**config.mk**
```make
export PLATFORM = sky130hd
export DESIGN_NAME = ps2_host_tx
export DESIGN_NICKNAME = d
export VERILOG_FILES = /design/src/rtl/ps2_host_tx.sv
export SDC_FILE = /design/constraint.sdc
export NUM_CORES = 1
export LEC_CHECK = 0
export ABC_AREA = 1
export CAP_MARGIN = 5
export CORE_MARGIN = 2
export CORE_UTILIZATION = 40
export CTS_CLUSTER_SIZE = 24
export DETAILED_ROUTE_END_ITERATION = 10
export SLEW_MARGIN = 5
export SYNTH_ARGS = -nofsm -noshare
export SYNTH_HDL_FRONTEND = slang
export SYNTH_SLANG_ARGS = --single-unit
export TNS_END_PERCENT = 10
```
**constraint.sdc**
```tcl
create_clock -name clk -period 1.7 [get_ports clk]
set_clock_uncertainty 0.05 [all_clocks]
set_input_delay 0.34 -clock clk [delete_from_list [all_inputs] [get_ports clk]]
set_output_delay 0.34 -clock clk [all_outputs]
set_load 0.01 [all_outputs]
```
**src/rtl/ps2_host_tx.sv**
```systemverilog
// PS/2 host-to-device command transmitter: clock inhibit, request-to-send, device-clocked shift, ack check.
// Optional resend on nack/timeout is enabled with `define PS2_TX_RESEND_EN.
module ps2_host_tx #(
   parameter int INHIBIT_CYCLES = 5000,
   parameter int TIMEOUT_CYCLES = 1000000,
   parameter int MAX_RETRY      = 2
) (
   input  logic       clk,
   input  logic       resetn,
   input  logic [7:0] tx_data,
   input  logic       tx_valid,
   output logic       tx_ready,
   output logic       busy,
   output logic       done,
   output logic       ack_ok,
   output logic       timeout,
   input  logic       ps2_clk_in,
   input  logic       ps2_data_in,
   output logic       ps2_clk_oe,
   output logic       ps2_data_oe
);

   localparam int CNT_MAX = (INHIBIT_CYCLES > TIMEOUT_CYCLES) ? INHIBIT_CYCLES : TIMEOUT_CYCLES;
   localparam int CNT_W   = $clog2(CNT_MAX + 1);
   localparam int RETRY_W = (MAX_RETRY < 1) ? 1 : $clog2(MAX_RETRY + 1);
`ifdef PS2_TX_RESEND_EN
   localparam int RETRY_LIMIT = MAX_RETRY;
`else
   localparam int RETRY_LIMIT = 0;
`endif

   localparam logic [CNT_W-1:0] INHIBIT_LAST = CNT_W'(INHIBIT_CYCLES - 1);
   localparam logic [CNT_W-1:0] TIMEOUT_LAST = CNT_W'(TIMEOUT_CYCLES - 1);

   typedef enum logic [2:0] {
      IDLE,
      INHIBIT,
      REQ,
      SEND,
      ACK,
      WAIT_IDLE,
      DONE
   } state_t;

   state_t             state;
   logic [9:0]         frame;
   logic [3:0]         idx;
   logic [CNT_W-1:0]   cnt;
   logic [RETRY_W-1:0] retries;
   logic               clk_meta, clk_sync, clk_prev;
   logic               data_meta, data_sync;
   logic               fall;
   logic               retry_left;

   assign fall       = clk_prev & ~clk_sync;
   assign retry_left = (retries != RETRY_W'(RETRY_LIMIT));
   assign busy       = ~tx_ready;

   // NOTE: every register here is written with <= so all branches see pre-edge values;
   // synchroniser flops reset to the idle-high line level so reset release never looks like a fall.
   always_ff @(posedge clk or negedge resetn) begin
      if (!resetn) begin
         state       <= IDLE;
         frame       <= '0;
         idx         <= '0;
         cnt         <= '0;
         retries     <= '0;
         clk_meta    <= 1'b1;
         clk_sync    <= 1'b1;
         clk_prev    <= 1'b1;
         data_meta   <= 1'b1;
         data_sync   <= 1'b1;
         tx_ready    <= 1'b1;
         done        <= 1'b0;
         ack_ok      <= 1'b0;
         timeout     <= 1'b0;
         ps2_clk_oe  <= 1'b0;
         ps2_data_oe <= 1'b0;
      end else begin
         clk_meta  <= ps2_clk_in;
         clk_sync  <= clk_meta;
         clk_prev  <= clk_sync;
         data_meta <= ps2_data_in;
         data_sync <= data_meta;
         done      <= 1'b0;

         case (state)
            IDLE: begin
               if (tx_valid) begin
                  frame       <= {1'b1, ~^tx_data, tx_data};
                  ack_ok      <= 1'b0;
                  timeout     <= 1'b0;
                  retries     <= '0;
                  tx_ready    <= 1'b0;
                  ps2_clk_oe  <= 1'b1;
                  ps2_data_oe <= 1'b0;
                  cnt         <= '0;
                  idx         <= '0;
                  state       <= INHIBIT;
               end
            end

            INHIBIT: begin
               if (cnt == INHIBIT_LAST) begin
                  ps2_data_oe <= 1'b1;
                  state       <= REQ;
               end else begin
                  cnt <= cnt + 1'b1;
               end
            end

            REQ: begin
               ps2_clk_oe <= 1'b0;
               cnt        <= '0;
               state      <= SEND;
            end

            SEND, ACK, WAIT_IDLE: begin
               // Timeout outranks a fall arriving in the same cycle.
               if (cnt == TIMEOUT_LAST) begin
                  ps2_data_oe <= 1'b0;
                  ack_ok      <= 1'b0;
                  cnt         <= '0;
                  idx         <= '0;
                  if (retry_left) begin
                     retries    <= retries + 1'b1;
                     ps2_clk_oe <= 1'b1;
                     state      <= INHIBIT;
                  end else begin
                     ps2_clk_oe <= 1'b0;
                     timeout    <= 1'b1;
                     done       <= 1'b1;
                     state      <= DONE;
                  end
               end else begin
                  cnt <= cnt + 1'b1;
                  if (state == SEND && fall) begin
                     ps2_data_oe <= ~frame[idx];
                     if (idx == 4'd9) begin
                        state <= ACK;
                     end else begin
                        idx <= idx + 1'b1;
                     end
                  end else if (state == ACK && fall) begin
                     if (!data_sync) begin
                        ack_ok <= 1'b1;
                        state  <= WAIT_IDLE;
                     end else if (retry_left) begin
                        retries    <= retries + 1'b1;
                        ps2_clk_oe <= 1'b1;
                        cnt        <= '0;
                        idx        <= '0;
                        state      <= INHIBIT;
                     end else begin
                        ack_ok <= 1'b0;
                        state  <= WAIT_IDLE;
                     end
                  end else if (state == WAIT_IDLE && clk_sync && data_sync) begin
                     done  <= 1'b1;
                     state <= DONE;
                  end
               end
            end

            DONE: begin
               tx_ready <= 1'b1;
               state    <= IDLE;
            end

            default: state <= IDLE;
         endcase
      end
   end

endmodule
```
==> summary.md, run 1 <==
| Metric | Value |
|---|---|
| Clock Tree Buf Depth | 2 |
| Failing checks | setup timing |
| H-tree depth | 2 |
| Hold depth | 0 |
| Area grow syn2layout | 32.5% |
| PnR worst setup slack | -0.0198 ns |
| Total grt overflow | 0 |
| Tcrit/Tclk final | 101% |
| Post-synth net total | 428 |
| R2r setup slk | -0.02 ns |
| Layout cells sized above 1 | 32.2% |
| CP max FO | 5 |
| N_diodes | 0 |
| Tmin final | 1.72 ns |
| Number of synthesis warnings | 0 |
| Vias in the first global route | 2714 |
| Leading post-synthesis cells by cell area | dfrtp_1 (36%), nand2_1 (14%), nand3_1 (6.0%) |
| Critical Path Source Type | flip-flop |
| Pleak | 1.94 nW |
| DR vias | 2816 |
| Synth area leader | dfrtp_1 |
| WP data arrival | 1.87 ns |
| CTS Buf Count | 5 |
| Final ANT Viol Nets | 0 |
| Count leader, synth | nand2_1 |
| Die area | 0.00842 mm² |
| Number of flops mapped to enable cells by yosys | 0 |
| Clk_lat worst skew | 0.31 ns |
| Tightest Pin Transition | 0.342 ns |
| Post-route cell area | 0.00408 mm² |
| Share of the synthesized area in the top cell type | 35.7% |
| Maximum vdd drop | 0.000811 V |
| DP Area | 0.00374 mm² |
| FF+latch count, synth | 50 |
| Detailed Route WL | 7120 µm |
| Final Max Tran Viols | 0 |
| PwrDens | 1480 mW/mm² |
| First-pass DRT Iterations | 4 |
| Max Cap Violations | 0 |
| Seq/Total Area, Yosys | 40.9% |
| GRT Total Usage | 17.7% |
| Origin of the worst setup path | cnt[6] |
| PortBufs | 19 |
| Reg2reg start | cnt[6] |
| Die height | 91.8 µm |
| CTS tree | done |
| Die W | 91.8 µm |
| TritonCTS Sinks | 50 |
| Synth Cell Area | 0.00308 mm² |
| Drt via density | 4.81 |
| Status | finished with violations |
| Routed WL per cell | 12.2 µm |
| Gpl congestion | 0.956 |
| Post-Syn Area per Cell | 7.50 µm² |
| Gate count after technology mapping | 411 |
| Worst slew margin | 77.2% |
| DRC | 0 |
| F_max | 581 MHz |
| Capturing point of the worst reg2reg path | cnt[19] |
| Setup CP Type | reg -> reg |
| CORE AREA | 0.00737 mm² |
| First-pass GRT wire length | 12100 µm |
| DRT iter0 DRCs | 157 |
| Initial antenna violation count | 0 |
| Synth top cells by count | nand2_1 (113), dfrtp_1 (44), inv_1 (44) |
| Worst Hold Class | reg -> reg |
| I/O pin count | 20 |
| Hold path start | data_meta |
| Filler-free cell count of the finished design | 586 |
| Root buf cell | clkbuf_8 |
| Hold Fails Final Rpt | 0 |
| Most common flop cell mapped by yosys | dfrtp_1 |
| # placed instances | 573 |
| Post-DP HPWL | 5330 µm |
| Yosys cell types | 41 |
| Layout Nets | 503 |
| R2R depth | 9 |
| Worst path required time | 1.85 ns |
| CP Capture Type | flip-flop |
| Ys async rst share | 100% |
| Final setup violation count | 8 |
| Clk slew on worst S/H paths | 0.10 ns |
| Largest net degree at the start of global routing | 51 |
| RSZ-0062 raised after global routing | yes |
| Starting Density | 41.8% |
| Core Rows | 31 |
| End of the worst hold path | data_sync |
-- power breakdown --
| part | internal [W] | switching (W) | leakage, nW | total (W) |
|---|---|---|---|---|
| Sequential | 0.00147 | 0.000221 | 0.643 | 0.00169 |
| Combinational | 0.00143 | 0.00203 | 1.24 | 0.00346 |
| Clock | 0.000442 | 0.000432 | 0.0585 | 0.000874 |
-- worst max-delay path, cell delays in order, from the launching register on --
cell and delay, ns:
dfrtp_1 0.39, buf_4 0.16, inv_1 0.07, nand2_1 0.11, nor2_4 0.17, nand4_1 0.22
nand3_2 0.21, nor2_2 0.06, a21oi_1 0.12, nor2_1 0.06
-- area by class of cell --
type,count,area [µm²]
inverter,59,231
timing repair buffer,75,629
clock inverter,3,43.8
fill,718,3290
tap,99,124
clock buffer,5,68.8
multi-input combinational,295,1720
sequential,50,1260
-- metal layers --
layer	vias up	GRT usage [%]	routed length, µm
met1	1309	26.3	3630
met5	-	0	0
met4	0	4.10	91
met3	11	2.55	235
met2	49	27.4	3170
li1	1447	-	-
-- repair_timing --
action,CTS,global route
endpoints found under the hold margin,44,0
hold buffers,1,0
pin swaps,11,15
endpoints found under the setup margin,41,43
buffers inserted,3,1
gates resized for setup,23,34
-- cells in the final DEF (no fill, tap or decap), types with 4 or more instances in the layout --
master	instances
o21ai_1	8
xnor2_1	7
xor2_1	5
inv_2	11
nand2_2	18
a21oi_1	9
nand2_4	8
nand4_1	7
o21ai_0	10
nand2_1	100
dfrtp_1	44
clkdlybuf4s50_1	16
a21oi_2	4
nand3_2	7
nor2_1	27
buf_4	51
dfstp_2	6
nand3_1	34
nor2_4	13
nor2_2	13
clkbuf_8	5
inv_1	44
-- worst max path at each step --
stage / slack, ns / cells past startpoint / end
2_1_floorplan: 0.09 / 14 / retries[0]
3_3_place_gp: -0.15 / 11 / cnt[3]
3_5_place_dp: -0.17 / 11 / cnt[3]
4_1_cts: -0.03 / 11 / state[1]
5_1_grt: -0.17 / 10 / idx[1]
6_report: -0.02 / 9 / cnt[19]
-- state kept, by name (all words and copies together), names as in the netlist --
register and count:
data_meta 1, ps2_data_oe 1, cnt 20, retries 2
clk_sync 1, data_sync 1, timeout 1, tx_ready 1
state 3, frame 10, idx 4, clk_meta 1
ack_ok 1, done 1, clk_prev 1, ps2_clk_oe 1
-- logic make-up after synthesis --
| logic type | Yosys count | share of synthesized area (%) |
|---|---|---|
| buf+inv | 66 | 8.85 |
| fa+ha+maj | 4 | 1.62 |
| compound gates | 41 | 7.88 |
| flops | 50 | 40.9 |
| xor+xnor | 12 | 3.41 |
| simple gates | 238 | 37.4 |
-- metrics by stage --
stage / setup WS, ns / hold WS (ns) / setup TNS, ns / util (%) / total power [W]
finish: -0.0198 / 0.312 / -0.0530 / 55.4 / 0.00602
global route: -0.169 / 0.320 / -3.31 / 55.4 / 0.00653
CTS: -0.0311 / 0.313 / -0.152 / 53.5 / 0.00582
detailed placement: -0.170 / 0.297 / -2.87 / 50.7 / 0.00490
global placement: -0.154 / 0.296 / -2.32 / 50.7 / 0.00487
floorplan: 0.0911 / -0.00559 / 0 / - / 0.00374
(Power assumes the default switching activity.)
==> run 2: changes to the inputs <==
SETUP_SLACK_MARGIN = 0.1   (was default)
==> summary.md, run 2 (synthesis results as in run 1) <==
| Metric | Value |
|---|---|
| Worst slew margin | 72.4% (-4.8 points) |
| Total power | 0.00606 W (+0.67%) |
| Routed WL per cell | 12.3 µm (+0.94%) |
| Max Cap Violations | 0 (unchanged) |
| Tmin final | 1.72 ns (-0.00220 ns) |
| Starting Density | 41.8% (unchanged) |
| Status | finished with violations |
| H-tree depth | 2 (unchanged) |
| Total grt overflow | 0 (unchanged) |
| Seq pwr share | 27.7% (-0.4 points) |
| Vias in the first global route | 2653 (-2.2%) |
| CP Capture Type | flip-flop |
| Clk slew on worst S/H paths | 0.11 ns (about the same) |
| Drt via density | 4.79 (-0.24%) |
| PnR worst setup slack | -0.0176 ns (+0.00220 ns) |
| Largest registers | cnt: 20 flops, frame: 10 flops, idx: 4 flops |
| Detailed Route WL | 7140 µm (+0.25%) |
| Worst path top cell family by delay | simple AND/OR/NAND/NOR gates |
| Clk_lat worst skew | 0.32 ns (about the same) |
| Die W | 91.8 µm (unchanged) |
| Initial antenna violation count | 0 (unchanged) |
| First-pass GRT wire length | 12300 µm (+2.1%) |
| Clk network pwr share | 12.4% (-2.1 points) |
| RSZ-0062 raised after global routing | yes |
| Sw Pwr | 0.00277 W (+3.3%) |
| CTS Buf Count | 5 (unchanged) |
| CP dominant cell by count | nor2_4 |
| Post-layout util | 55.6% (+0.27 points) |
| PwrDens | 1480 mW/mm² (+0.18%) |
| PortBufs | 19 (unchanged) |
| Layout Nets | 499 (-0.80%) |
| Failing checks | setup timing |
| Int Pwr | 0.00330 W (-1.5%) |
| Die height | 91.8 µm (unchanged) |
| Max reg flops | 20 (unchanged) |
| Tightest Pin Transition | 0.410 ns (+0.0685 ns) |
| Cell breakdown of the critical path | ha_2 > nand2_4 > inv_4 > nand2_2 > nor2_4 > nand3_4 > nor2_4 > nor2_4 > clkbuf_16 > buf_6 > nand3_1 > nand2_1 |
| Crit-path slowest cell | dfrtp_1 |
| Commonest non-fill, non-tap cells in the layout | nand2_1 (103), dfrtp_1 (44), inv_1 (43) |
| Worst Hold Class | reg -> reg |
| Final Max Tran Viols | 0 (unchanged) |
| Layout cells sized above 1 | 31.7% (-0.56 points) |
| Combinational share of power | 59.8% (+2.4 points) |
| Final ANT Viol Nets | 0 (unchanged) |
| CTS tree | done |
| Setup CP Type | reg -> reg |
| Die area | 0.00842 mm² (unchanged) |
| Tcrit/Tclk final | 101% (-0.13 points) |
| Worst path bufs/invs | 3 (+1) |
| N_diodes | 0 (unchanged) |
| Hold Fails Final Rpt | 0 (unchanged) |
| I/O pin count | 20 (unchanged) |
| FILL cells | 694 (-3.3%) |
| Maximum vdd drop | 0.000724 V (-11%) |
| DRC | 0 (unchanged) |
| Critical Path Source Type | flip-flop |
| Max incr delay on CP | 0.36 ns (-0.03 ns) |
| F_max | 582 MHz (+0.13%) |
| Worst path required time | 1.85 ns (about the same) |
| Core Rows | 31 (unchanged) |
| Post-DP HPWL | 5290 µm (-0.81%) |
| CP max FO | 6 (+1) |
| Clock Tree Buf Depth | 2 (unchanged) |
| Gpl congestion | 0.868 (-9.2%) |
| DRT iter0 DRCs | 128 (-18%) |
| WP data arrival | 1.87 ns (about the same) |
| Root buf cell | clkbuf_8 |
| DR vias | 2790 (-0.92%) |
| Reg with most FFs | cnt |
| Area grow syn2layout | 33.1% |
| CORE AREA | 0.00737 mm² (unchanged) |
| Final setup violation count | 5 (-3) |
| Pleak | 1.99 nW (+2.6%) |
| First-pass DRT Iterations | 4 (unchanged) |
| Most common cell after layout, fill and taps aside | nand2_1 |
| Sw frac | 45.6% (+1.2 points) |
| GRT Total Usage | 17.8% (+0.12 points) |
| TritonCTS Sinks | 50 (unchanged) |
| Largest net degree at the start of global routing | 51 (unchanged) |
run 2: timing repair:
action / in CTS / in global routing
cloned: 0 / 2
setup endpoints to repair: 50 / 45
endpoints found under the hold margin: 44 / 0
setup buffers: 2 / 2
resized for setup: 31 / 40
pin swaps: 11 / 20
hold buffers: 1 / 0
run 2: worst register-to-register path, delay by kind of cell, from the launching register on:
| kind | cells | cell delay (ns) |
|---|---|---|
| adders and majority gates | 1 | 0.21 |
| buffers and inverters | 3 | 0.34 |
| DFF | 1 | 0.36 |
| and+or+nand+nor | 8 | 0.65 |
run 2: final timing paths:
check,start,endpoint,slack [ns],cells past startpoint
worst max-delay path,cnt[1],cnt[1],-0.02,12
worst min-delay path,data_meta,data_sync,0.30,0
worst max register to register,cnt[1],cnt[1],-0.02,12
worst min register to register,data_meta,data_sync,0.30,0
max in group asynchronous,resetn,data_meta,0.84,3
min in group asynchronous,resetn,cnt[18],0.48,3
run 2: stage by stage:
step                worst slack (ns)  cells  setup TNS, ns  hold WS [ns]  area (µm²)
floorplan                      0.107    411              0      -0.00559        3080
global placement             -0.0897    567          -1.16         0.296        3690
detailed placement            -0.131    567          -2.07         0.297        3690
CTS                          -0.0603    578         -0.192         0.306        3880
global route                  -0.111    582          -2.24         0.298        4100
finish                       -0.0176    582        -0.0452         0.295        4100
run 2: area by class of cell:
type                       instances  area, µm²  area share (%)
clock buffer                       5       68.8            1.68
clock inverter                     3       26.3           0.641
inverter                          59        236            5.77
multi-input combinational        295       1750            42.8
sequential                        50       1260            30.7
tap                               99        124            3.02
timing repair buffer              71        633            15.4
run 2: power groups by stage:
| stage | clock network, W | logic, W | registers (W) |
|---|---|---|---|
| 3_3_place_gp | 0 | 0.00310 | 0.00168 |
| 3_5_place_dp | 0 | 0.00313 | 0.00169 |
| 6_report | 0.000752 | 0.00363 | 0.00168 |
| 4_1_cts | 0.000799 | 0.00331 | 0.00167 |
| 2_1_floorplan | 0 | 0.00210 | 0.00164 |
| 5_1_grt | 0.000844 | 0.00400 | 0.00172 |
run 2: layer usage:
metal / track usage, % / wire (µm) / up-vias
li1: - / - / 1442
met1: 26.3 / 3610 / 1283
met2: 27.1 / 3140 / 54
met3: 2.88 / 267 / 11
met4: 4.85 / 123 / 0
met5: 0 / 0 / -
==> run 3: changes to the inputs <==
CTS_CLUSTER_DIAMETER = 200   (was default)
==> results of run 3 <==
Same layout as run 2: the final DEF is identical, and so are final timing and power.
